==> src/rtl/joybus_rx.sv <==
// JoyBus reply receiver: pulse-width bit decoder, MSB-first byte assembly and end-of-frame detection.
// Optional JB_RX_GLITCH_FILTER_EN adds a 3-sample agreement filter after the input synchronizer.
module joybus_rx #(
    parameter int BIT_THRESH   = 48,
    parameter int LOW_MAX      = 96,
    parameter int IDLE_TIMEOUT = 120,
    parameter int RESP_TIMEOUT = 720
) (
    input  logic       clk,
    input  logic       rst,
    input  logic       JB_RX,
    input  logic       rx_en,
    output logic [7:0] rx_data,
    output logic       rx_data_vld,
    output logic [5:0] rx_byte_cnt,
    output logic       rx_done,
    output logic       rx_err
);

    localparam logic [2:0] ST_IDLE       = 3'd0;
    localparam logic [2:0] ST_WAIT_START = 3'd1;
    localparam logic [2:0] ST_LOW        = 3'd2;
    localparam logic [2:0] ST_HIGH       = 3'd3;
    localparam logic [2:0] ST_DONE       = 3'd4;

    logic [2:0] state;
    logic [2:0] state_nxt;
    logic [9:0] cnt;
    logic [6:0] shift;
    logic [2:0] bit_cnt;
    logic       sync1;
    logic       sync2;
    logic       s;
    logic       s_prev;
    logic       fall;
    logic       rise;
    logic       bit_done;
    logic       bit_val;
    logic       end_err;

    // The line idles high, so the synchronizer resets high to avoid a false edge.
    always_ff @(posedge clk) begin
        if (rst) begin
            sync1 <= 1'b1;
            sync2 <= 1'b1;
        end else begin
            sync1 <= JB_RX;
            sync2 <= sync1;
        end
    end

`ifdef JB_RX_GLITCH_FILTER_EN
    logic hist1;
    logic hist2;
    logic s_hold;

    always_ff @(posedge clk) begin
        if (rst) begin
            hist1  <= 1'b1;
            hist2  <= 1'b1;
            s_hold <= 1'b1;
        end else begin
            hist1  <= sync2;
            hist2  <= hist1;
            s_hold <= s;
        end
    end

    // Follow the line only once three successive samples agree.
    always_comb begin
        s = s_hold;
        if (sync2 == hist1 && hist1 == hist2)
            s = sync2;
    end
`else
    assign s = sync2;
`endif

    assign fall    = s_prev & ~s;
    assign rise    = ~s_prev & s;
    assign rx_done = (state == ST_DONE);

    always_comb begin
        state_nxt = state;
        bit_done  = 1'b0;
        bit_val   = 1'b0;
        end_err   = 1'b0;
        case (state)
            ST_IDLE: begin
                if (rx_en)
                    state_nxt = ST_WAIT_START;
            end
            ST_WAIT_START: begin
                if (!rx_en) begin
                    state_nxt = ST_IDLE;
                end else if (fall) begin
                    state_nxt = ST_LOW;
                end else if (cnt >= 10'(RESP_TIMEOUT)) begin
                    state_nxt = ST_DONE;
                    end_err   = 1'b1;
                end
            end
            // A stuck line outranks a rising edge seen in the same cycle.
            ST_LOW: begin
                if (!rx_en) begin
                    state_nxt = ST_IDLE;
                end else if (cnt >= 10'(LOW_MAX)) begin
                    state_nxt = ST_DONE;
                    end_err   = 1'b1;
                end else if (rise) begin
                    state_nxt = ST_HIGH;
                    bit_done  = 1'b1;
                    bit_val   = (cnt < 10'(BIT_THRESH));
                end
            end
            // The stop bit leaves exactly one bit in the next byte slot.
            ST_HIGH: begin
                if (!rx_en) begin
                    state_nxt = ST_IDLE;
                end else if (fall) begin
                    state_nxt = ST_LOW;
                end else if (cnt >= 10'(IDLE_TIMEOUT)) begin
                    state_nxt = ST_DONE;
                    end_err   = !(bit_cnt == 3'd1 && rx_byte_cnt != 6'd0);
                end
            end
            default: state_nxt = ST_IDLE;
        endcase
    end

    always_ff @(posedge clk) begin
        if (rst) begin
            state  <= ST_IDLE;
            s_prev <= 1'b1;
            cnt    <= '0;
        end else begin
            state  <= state_nxt;
            s_prev <= s;
            if (state_nxt != state || rise || fall)
                cnt <= '0;
            else if (cnt != 10'h3FF)
                cnt <= cnt + 10'd1;
        end
    end

    always_ff @(posedge clk) begin
        if (rst) begin
            shift       <= '0;
            bit_cnt     <= '0;
            rx_data     <= '0;
            rx_data_vld <= 1'b0;
            rx_byte_cnt <= '0;
            rx_err      <= 1'b0;
        end else begin
            rx_data_vld <= 1'b0;
            if (state == ST_IDLE && rx_en) begin
                bit_cnt     <= '0;
                rx_byte_cnt <= '0;
                rx_err      <= 1'b0;
            end
            if (bit_done) begin
                shift <= {shift[5:0], bit_val};
                if (bit_cnt == 3'd7) begin
                    rx_data     <= {shift, bit_val};
                    rx_data_vld <= 1'b1;
                    bit_cnt     <= '0;
                    if (rx_byte_cnt != 6'd63)
                        rx_byte_cnt <= rx_byte_cnt + 6'd1;
                end else begin
                    bit_cnt <= bit_cnt + 3'd1;
                end
            end
            if (state_nxt == ST_DONE && state != ST_DONE)
                rx_err <= end_err;
        end
    end

endmodule
==> config.mk <==
export PLATFORM = sky130hd
export DESIGN_NAME = joybus_rx
export DESIGN_NICKNAME = d
export VERILOG_FILES = /design/src/rtl/joybus_rx.sv
export SDC_FILE = /design/constraint.sdc
export NUM_CORES = 1
export LEC_CHECK = 0
export ABC_AREA = 1
export CAP_MARGIN = 20
export CELL_PAD_IN_SITES_DETAIL_PLACEMENT = 1
export CELL_PAD_IN_SITES_GLOBAL_PLACEMENT = 1
export CORE_ASPECT_RATIO = 1.1
export CORE_MARGIN = 5
export CORE_UTILIZATION = 40
export DETAILED_ROUTE_END_ITERATION = 7
export MAX_ROUTING_LAYER = met4
export PLACE_DENSITY = 0.75
export SETUP_SLACK_MARGIN = 0.02
export SLEW_MARGIN = 15
export SYNTH_ARGS = -nofsm -noshare
export SYNTH_HDL_FRONTEND = slang
export SYNTH_SLANG_ARGS = --single-unit
==> constraint.sdc <==
create_clock -name clk -period 1.99 [get_ports clk]
set_input_delay 0.2985 -clock clk [delete_from_list [all_inputs] [get_ports clk]]
set_output_delay 0.2985 -clock clk [all_outputs]
set_load 0.02 [all_outputs]
==> summary.md, run 1 <==
| Metric | Value |
|---|---|
| Top cells by count, synth | `nand2_1, nor2_1, dfxtp_1, inv_1, a21oi_1` |
| Die H | `around 85 microns` |
| Leading area contributor after synthesis | `dfxtp_1` |
| Peak VDD IR | `roughly 400 uV` |
| Post-CTS sizing | `0` |
| # fillers | `between 600 and 700` |
| Startpoint types | `register` |
| Via density | `between 4 and 5` |
| Part of the power in combinational logic | `4.1%` |
| Initial Utilization | `roughly two fifths` |
| Psw | `~370 uW` |
| Core box area | `4970 sq um` |
| Initial antenna violation count | `0` |
| Residual DRC | `0` |
| FP Rows | `27` |
| Post-route ant nets | `0` |
| Yosys cell types | `33` |
| RSZ-0062 raised after global routing | `yes` |
| Total negative slack | `0 ps` |
| Boundary pin count | `21` |
| Synth-to-Final Area Change | `20.2%` |
| Slew Limit Fails | `0` |
| WHS | `between 400 and 500 ps` |
| Hold Buf Count CTS | `0` |
| Crit path from | `state[0]$_SDFF_PP0_` |
| H-tree Lvls | `2` |
| Fin crit share | `91.5%` |
| Top_reg_cell synth | `dfxtp_1` |
| Final Setup Violations | `0` |
| HP Class | `reg -> reg` |
| Fraction of registers with async set/reset | `0%` |
| Area of the multi-input gates | `between 1000 and 1500 sq um` |
| Mean Syn Cell Area | `7.25 sq um` |
| CTS tree | `done` |
| Final Non-Filler Cells | `about 370` |
| GRT Total Usage | `between 10% and 20%` |
| Status | `finished clean` |
| Power Density | `712 nW/um^2` |
| Initial DRC count | `~70` |
| Worst r2r src | `cnt[9]$_SDFFE_PP0P_` |
| Largest net degree at the start of global routing | `18` |
| Met1 Track Usage GR | `around a fifth` |
| Crit path required time | `1690 ps` |
| Slew Limit Headroom | `about two thirds` |
| DP Wirelength | `approximately 3.6 mm` |
| Fmax | `549 MHz` |
| Crit path capture type | `output pin` |
| Critical Path AT | `around 1500 ps` |
| GR Overflow Total | `0` |
| Final WL | `between 4 and 5 mm` |
| Final setup margin | `about 170 ps` |
| Vias in the first global route | `1,863` |
| Worst slack, placed | `approximately 140 ps` |
| Chip width | `roughly 78 microns` |
| Top-area cell type share of the netlist area | `around 41%` |
| Sequential Power Share | `between 40 and 50%` |
| GPL Wtd Cong | `roughly 0.84` |
| Vias | `1,810` |
| Min cycle time layout | `1820 ps` |
| Yosys warnings | `0` |
| Syn Nets | `292` |
| CTS Sinks | `between 40 and 50` |
| GRT Max-Usage Layer | `met2` |
| Internal power | `between 1000 and 1500 uW` |
| Clock transition at path regs | `about 80 ps` |
| First-pass GRT wire length | `about 8.4 mm` |
| Tightest Pin Transition | `between 400 and 500 ps` |
| Pwr Total | `between 1500 and 2000 uW` |
| Root buffer cell | `clkbuf_8` |
| Synthesized cell area | `between 2000 and 2500 sq um` |
| Maximum clock path buffer count | `2` |
| PortBufs | `20` |
| Ant. Diodes | `0` |
| # nets final | `about 320` |
| Max Cap Violations | `0` |
| Crit path max fanout | `8` |
| Placed insts | `between 300 and 400` |
| HP Start | `sync1$_SDFF_PP1_` |
| Largest cells by area after synthesis | `dfxtp_1, nand2_1, nor2_1` |
| Setup CP Type | `reg -> out` |
| FF+latch area | `approximately 840 sq um` |
| Min-Delay Path Depth | `1` |
| Num CTS Buffers | `5` |
| Met2 usage | `26.3%` |
| R2R depth | `8` |
| Synth Register Bits | `42` |
| Met3 usage | `under 10%` |
| Drt first pass iters | `4` |
| Worst skew pair latency | `~300 ps` |
| Cells after synthesis | `281` |
| Sequential element share of the synthesized area | `between 40% and 50%` |
| Leakage | `slightly above 0.001 uW` |
| Most frequent cell after synthesis | `nand2_1` |
| Post-synth EDFFs | `0` |
| Die ar. | `6620 sq um` |
| Share of cells above drive strength 1 | `approximately 9%` |
| Switching share of power | `roughly a fifth` |
| Average wire per cell in the routed design | `between 10 and 15 microns` |
| Final Skew | `approximately 7.3 ps` |
| Clock power share | `between 40 and 50%` |
| Setup Fix Bufs, Post-CTS | `0` |
| Final hold violation count | `0` |
## layout by cell type (no fill, tap or decap), types with 7 or more instances in the layout
master | netlist | layout
inv_1 | 31 | 31
dfxtp_1 | 42 | 42
nand2_1 | 55 | 55
ha_1 | 7 | 7
o21ai_0 | 17 | 17
nand3_1 | 20 | 19
clkdlybuf4s50_1 | 0 | 20
a21oi_1 | 23 | 23
nor2_1 | 47 | 47
## power groups by stage
| stage | Sequential (uW) | Combinational (uW) | Clock, uW |
|---|---|---|---|
| 4_1_cts | 852 | 72.3 | 844 |
| 2_1_floorplan | 869 | 46.5 | 0 |
| 3_3_place_gp | 872 | 69.7 | 0 |
| 5_1_grt | 853 | 81.6 | 880 |
| 6_report | 852 | 71.2 | 821 |
| 3_5_place_dp | 872 | 71.4 | 0 |
## metrics by stage
stage	cell area [sq um]	utilization [%]
after floorplan	2040	-
after global placement	2300	46.4
after detailed placement	2300	46.4
after CTS	2440	49.2
after global routing	2450	49.3
final	2450	49.3
## area by class of cell
cell class	count	area share, %
Clock buffer	5	2.81
Clock inverter	3	2.81
Inverter	33	5.16
Multi-Input combinational cell	200	42.5
Sequential cell	42	34.3
Tap cell	58	2.96
Timing Repair Buffer	24	9.40
## path summary, 6_finish.rpt
kind	to	slack, ps
max	rx_done	170
min reg2reg	s$_SDFF_PP1_	430
max reg2reg	rx_byte_cnt[2]$_SDFF_PP0_	170
min	s$_SDFF_PP1_	430
## worst max-delay path, stage by stage, from the launching register on
cell and delay (ps):
dfxtp_1 400, nor3_1 200, clkdlybuf4s50_1 630
## flip-flops by register name, summed over array words and instances (netlist names), 3 cells and up
signal and count:
bit_cnt 3, state 3, cnt 10, shift 7
rx_byte_cnt 6, rx_data 8
## routing by layer
metal  vias to the layer above  part of all wire (%)
met2                        15                    50
met5                         -                     0
li1                        943                     -
met3                         4                   2.5
met4                         0                  0.78
met1                       848                    47
## cell families after synthesis
family / Yosys count / synth area share (%)
compound gates: 45 / 11.7
xor+xnor: 6 / 2.58
fa+ha+maj: 7 / 4.30
buf+inv: 39 / 7.86
flops: 42 / 41.3
simple gates: 142 / 32.2
Note: power is estimated with default switching activity, not from simulation.
==> inputs of run 2 (changes only) <==
Settings changed: SLEW_MARGIN 15 to unset.
==> results of run 2 <==
No change in the layout: final DEF, timing and power equal those of run 1.
==> inputs of run 3 (changes only) <==
Settings changed: CORE_UTILIZATION 40 to 42, CTS_BUF_LIST set to sky130_fd_sc_hd__clkbuf_2 sky130_fd_sc_hd__clkbuf_4 sky130_fd_sc_hd__clkbuf_8, PLACE_DENSITY 0.75 to 0.79.
==> summary.md, run 3 (synthesized netlist as in run 1, its figures left out) <==
| Metric | Value |
|---|---|
| Via density | `5.14 (+3.6%)` |
| Most flops, register | `cnt` |
| Peak VDD IR | `378 uV (-7.3%)` |
| DP Wirelength | `3.57 mm (-1.2%)` |
| Max FFs per register | `10 (unchanged)` |
| # fillers | `614 (-5.2%)` |
| Num CTS Buffers | `5 (unchanged)` |
| Total negative slack | `0 ps (unchanged)` |
| Startpoint types | `register` |
| Setup CP Type | `reg -> out` |
| Min cycle time layout | `1810 ps (-7.21 ps)` |
| Worst r2r src | `cnt[8]$_SDFFE_PP0P_` |
| Slew Limit Fails | `0 (unchanged)` |
| Initial Utilization | `43.5% (+2.5 points)` |
| Status | `finished clean` |
| Die ar. | `6340 sq um (-4.2%)` |
| HP Start | `sync1$_SDFF_PP1_` |
| Sequential Power Share | `52.7% (+3.8 points)` |
| PortBufs | `20 (unchanged)` |
| Worst slack, placed | `146 ps (+0.820 ps)` |
| Critical Path AT | `1510 ps (about the same)` |
| Fin crit share | `91.1% (-0.36 points)` |
| Final setup margin | `177 ps (+7.21 ps)` |
| GPL Wtd Cong | `0.861 (+2.9%)` |
| Vias | `1,870 (+3.3%)` |
| Worst skew pair latency | `300 ps (about the same)` |
| FF+latch area | `842 sq um (+0.15%)` |
| First-pass GRT wire length | `8.58 mm (+2.4%)` |
| Post-route ant nets | `0 (unchanged)` |
| Share of cells above drive strength 1 | `9.42% (+0.62 points)` |
| Final Setup Violations | `0 (unchanged)` |
| Final Non-Filler Cells | `364 (-0.27%)` |
| Switching share of power | `22.8% (+1.7 points)` |
| Die H | `83.0 microns (-2.1%)` |
| GR Overflow Total | `0 (unchanged)` |
| Synth-to-Final Area Change | `19.2%` |
| Drt first pass iters | `4 (unchanged)` |
| Initial DRC count | `66 (-7.0%)` |
| Final hold violation count | `0 (unchanged)` |
| Placed insts | `355 (-0.56%)` |
| # nets final | `318 (+0.32%)` |
| Final Skew | `9.04 ps (+1.77 ps)` |
| Leakage | `0.00103 uW (-0.54%)` |
| Chip width | `76.4 microns (-2.1%)` |
| Boundary pin count | `21 (unchanged)` |
| HP Class | `reg -> reg` |
| Largest net degree at the start of global routing | `18 (unchanged)` |
| Root buffer cell | `clkbuf_8` |
| Ant. Diodes | `0 (unchanged)` |
| Min-Delay Path Depth | `1 (unchanged)` |
| Tightest Pin Transition | `468 ps (-6.80 ps)` |
| Final WL | `4.89 mm (+0.23%)` |
| Post-DP Area | `2300 sq um (-0.11%)` |
| Crit path max fanout | `6 (-2)` |
| H-tree Lvls | `2 (unchanged)` |
| GRT Total Usage | `16.6% (+0.85 points)` |
| Post-route cell area | `2430 sq um (-0.82%)` |
| Fmax | `552 MHz (+0.40%)` |
| Maximum clock path buffer count | `2 (unchanged)` |
| Average wire per cell in the routed design | `13.4 microns (+0.50%)` |
| Clock transition at path regs | `90 ps (about the same)` |
| Crit path required time | `1690 ps (about the same)` |
| CTS tree | `done` |
| Slew Limit Headroom | `68.8% (+0.45 points)` |
| Max Cap Violations | `0 (unchanged)` |
| Reg2reg end | `rx_byte_cnt[2]$_SDFF_PP0_` |
| Residual DRC | `0 (unchanged)` |
| Crit path capture type | `output pin` |
| Clock power share | `43.0% (-4.1 points)` |
| Area of the multi-input gates | `1040 sq um (unchanged)` |
| RSZ-0062 raised after global routing | `no` |
| Power Density | `666 nW/um^2 (-6.4%)` |
| Most common cell after layout, fill and taps aside | `nand2_1` |
| Biggest regs | `cnt (10), rx_data (8), shift (7)` |
| R2R depth | `8 (unchanged)` |
| Initial antenna violation count | `0 (unchanged)` |
| R2R setup slack | `230 ps (+60 ps)` |
| Most frequent cells in the layout | `nand2_1, nor2_1, dfxtp_1, inv_1, a21oi_1` |
| Core box area | `4680 sq um (-5.7%)` |
| Hold Buf Count CTS | `0 (unchanged)` |
| CTS Sinks | `42 (unchanged)` |
| Psw | `370 uW (+0.13%)` |
| FP Rows | `26 (-3.7%)` |
| Internal power | `1250 uW (-9.2%)` |
| Part of the power in combinational logic | `4.3% (+0.2 points)` |
| Vias in the first global route | `1,890 (+1.4%)` |
| WHS Endpoint | `s$_SDFF_PP1_` |
| WHS | `421 ps (-6.02 ps)` |
## run 3: cell types whose count changed in the layout (fill, tap and decap cells not counted), sizes merged
| cell | before | now |
|---|---|---|
| buf | 4 | 5 |
| bufinv | 2 | 1 |
| clkinv | 1 | 2 |
## run 3: final cells by class
| cell class | count | share of cell area [%] |
|---|---|---|
| Sequential cell | 42 | 34.7 |
| Inverter | 33 | 5.15 |
| Tap cell | 56 | 2.89 |
| Timing Repair Buffer | 25 | 9.79 |
| Clock buffer | 5 | 2.83 |
| Multi-Input combinational cell | 200 | 42.9 |
| Clock inverter | 3 | 1.80 |
## run 3: routing by layer
layer  wire, microns  track usage [%]  part of all wire, %
met4              96             5.56                  2.0
met1            2220             19.7                   45
met2            2420             27.9                   49
met3             163             3.35                  3.3
met5               0                -                    0
## run 3: how the worst max path moves through the flow
| stage | startpoint | to | depth (start not counted) |
|---|---|---|---|
| 2_1_floorplan | rx_byte_cnt[1]$_SDFF_PP0_ | rx_byte_cnt[0]$_SDFF_PP0_ | 10 |
| 3_3_place_gp | rx_en | cnt[1]$_SDFFE_PP0P_ | 8 |
| 3_5_place_dp | rx_en | cnt[7]$_SDFFE_PP0P_ | 8 |
| 4_1_cts | state[0]$_SDFF_PP0_ | rx_done | 2 |
| 5_1_grt | cnt[8]$_SDFFE_PP0P_ | rx_byte_cnt[2]$_SDFF_PP0_ | 8 |
| 6_report | state[1]$_SDFF_PP0_ | rx_done | 2 |
## run 3: stage by stage
stage,utilization [%],total power [uW]
after floorplan,-,915
after global placement,49.1,940
after detailed placement,49.1,943
after CTS,51.5,1640
final,51.8,1620
after global routing,51.8,1680
## run 3: what timing repair did
item | 4_1_cts | 5_1_grt
gates resized for setup | 0 | 2
setup endpoints to repair | 0 | 3
buffers inserted | 0 | 1
## run 3: power groups by stage
| stage | registers (uW) | logic [uW] | clock network, uW |
|---|---|---|---|
| CTS | 853 | 71.1 | 715 |
| detailed placement | 872 | 70.3 | 0 |
| finish | 853 | 69.8 | 696 |
| global placement | 872 | 68.3 | 0 |
| floorplan | 869 | 46.5 | 0 |
| global route | 854 | 79.7 | 750 |
## run 3: worst max-delay path, stage by stage, from the launching register on
cell and delay, ps:
dfxtp_1 390, nor3_1 200, clkdlybuf4s50_1 630
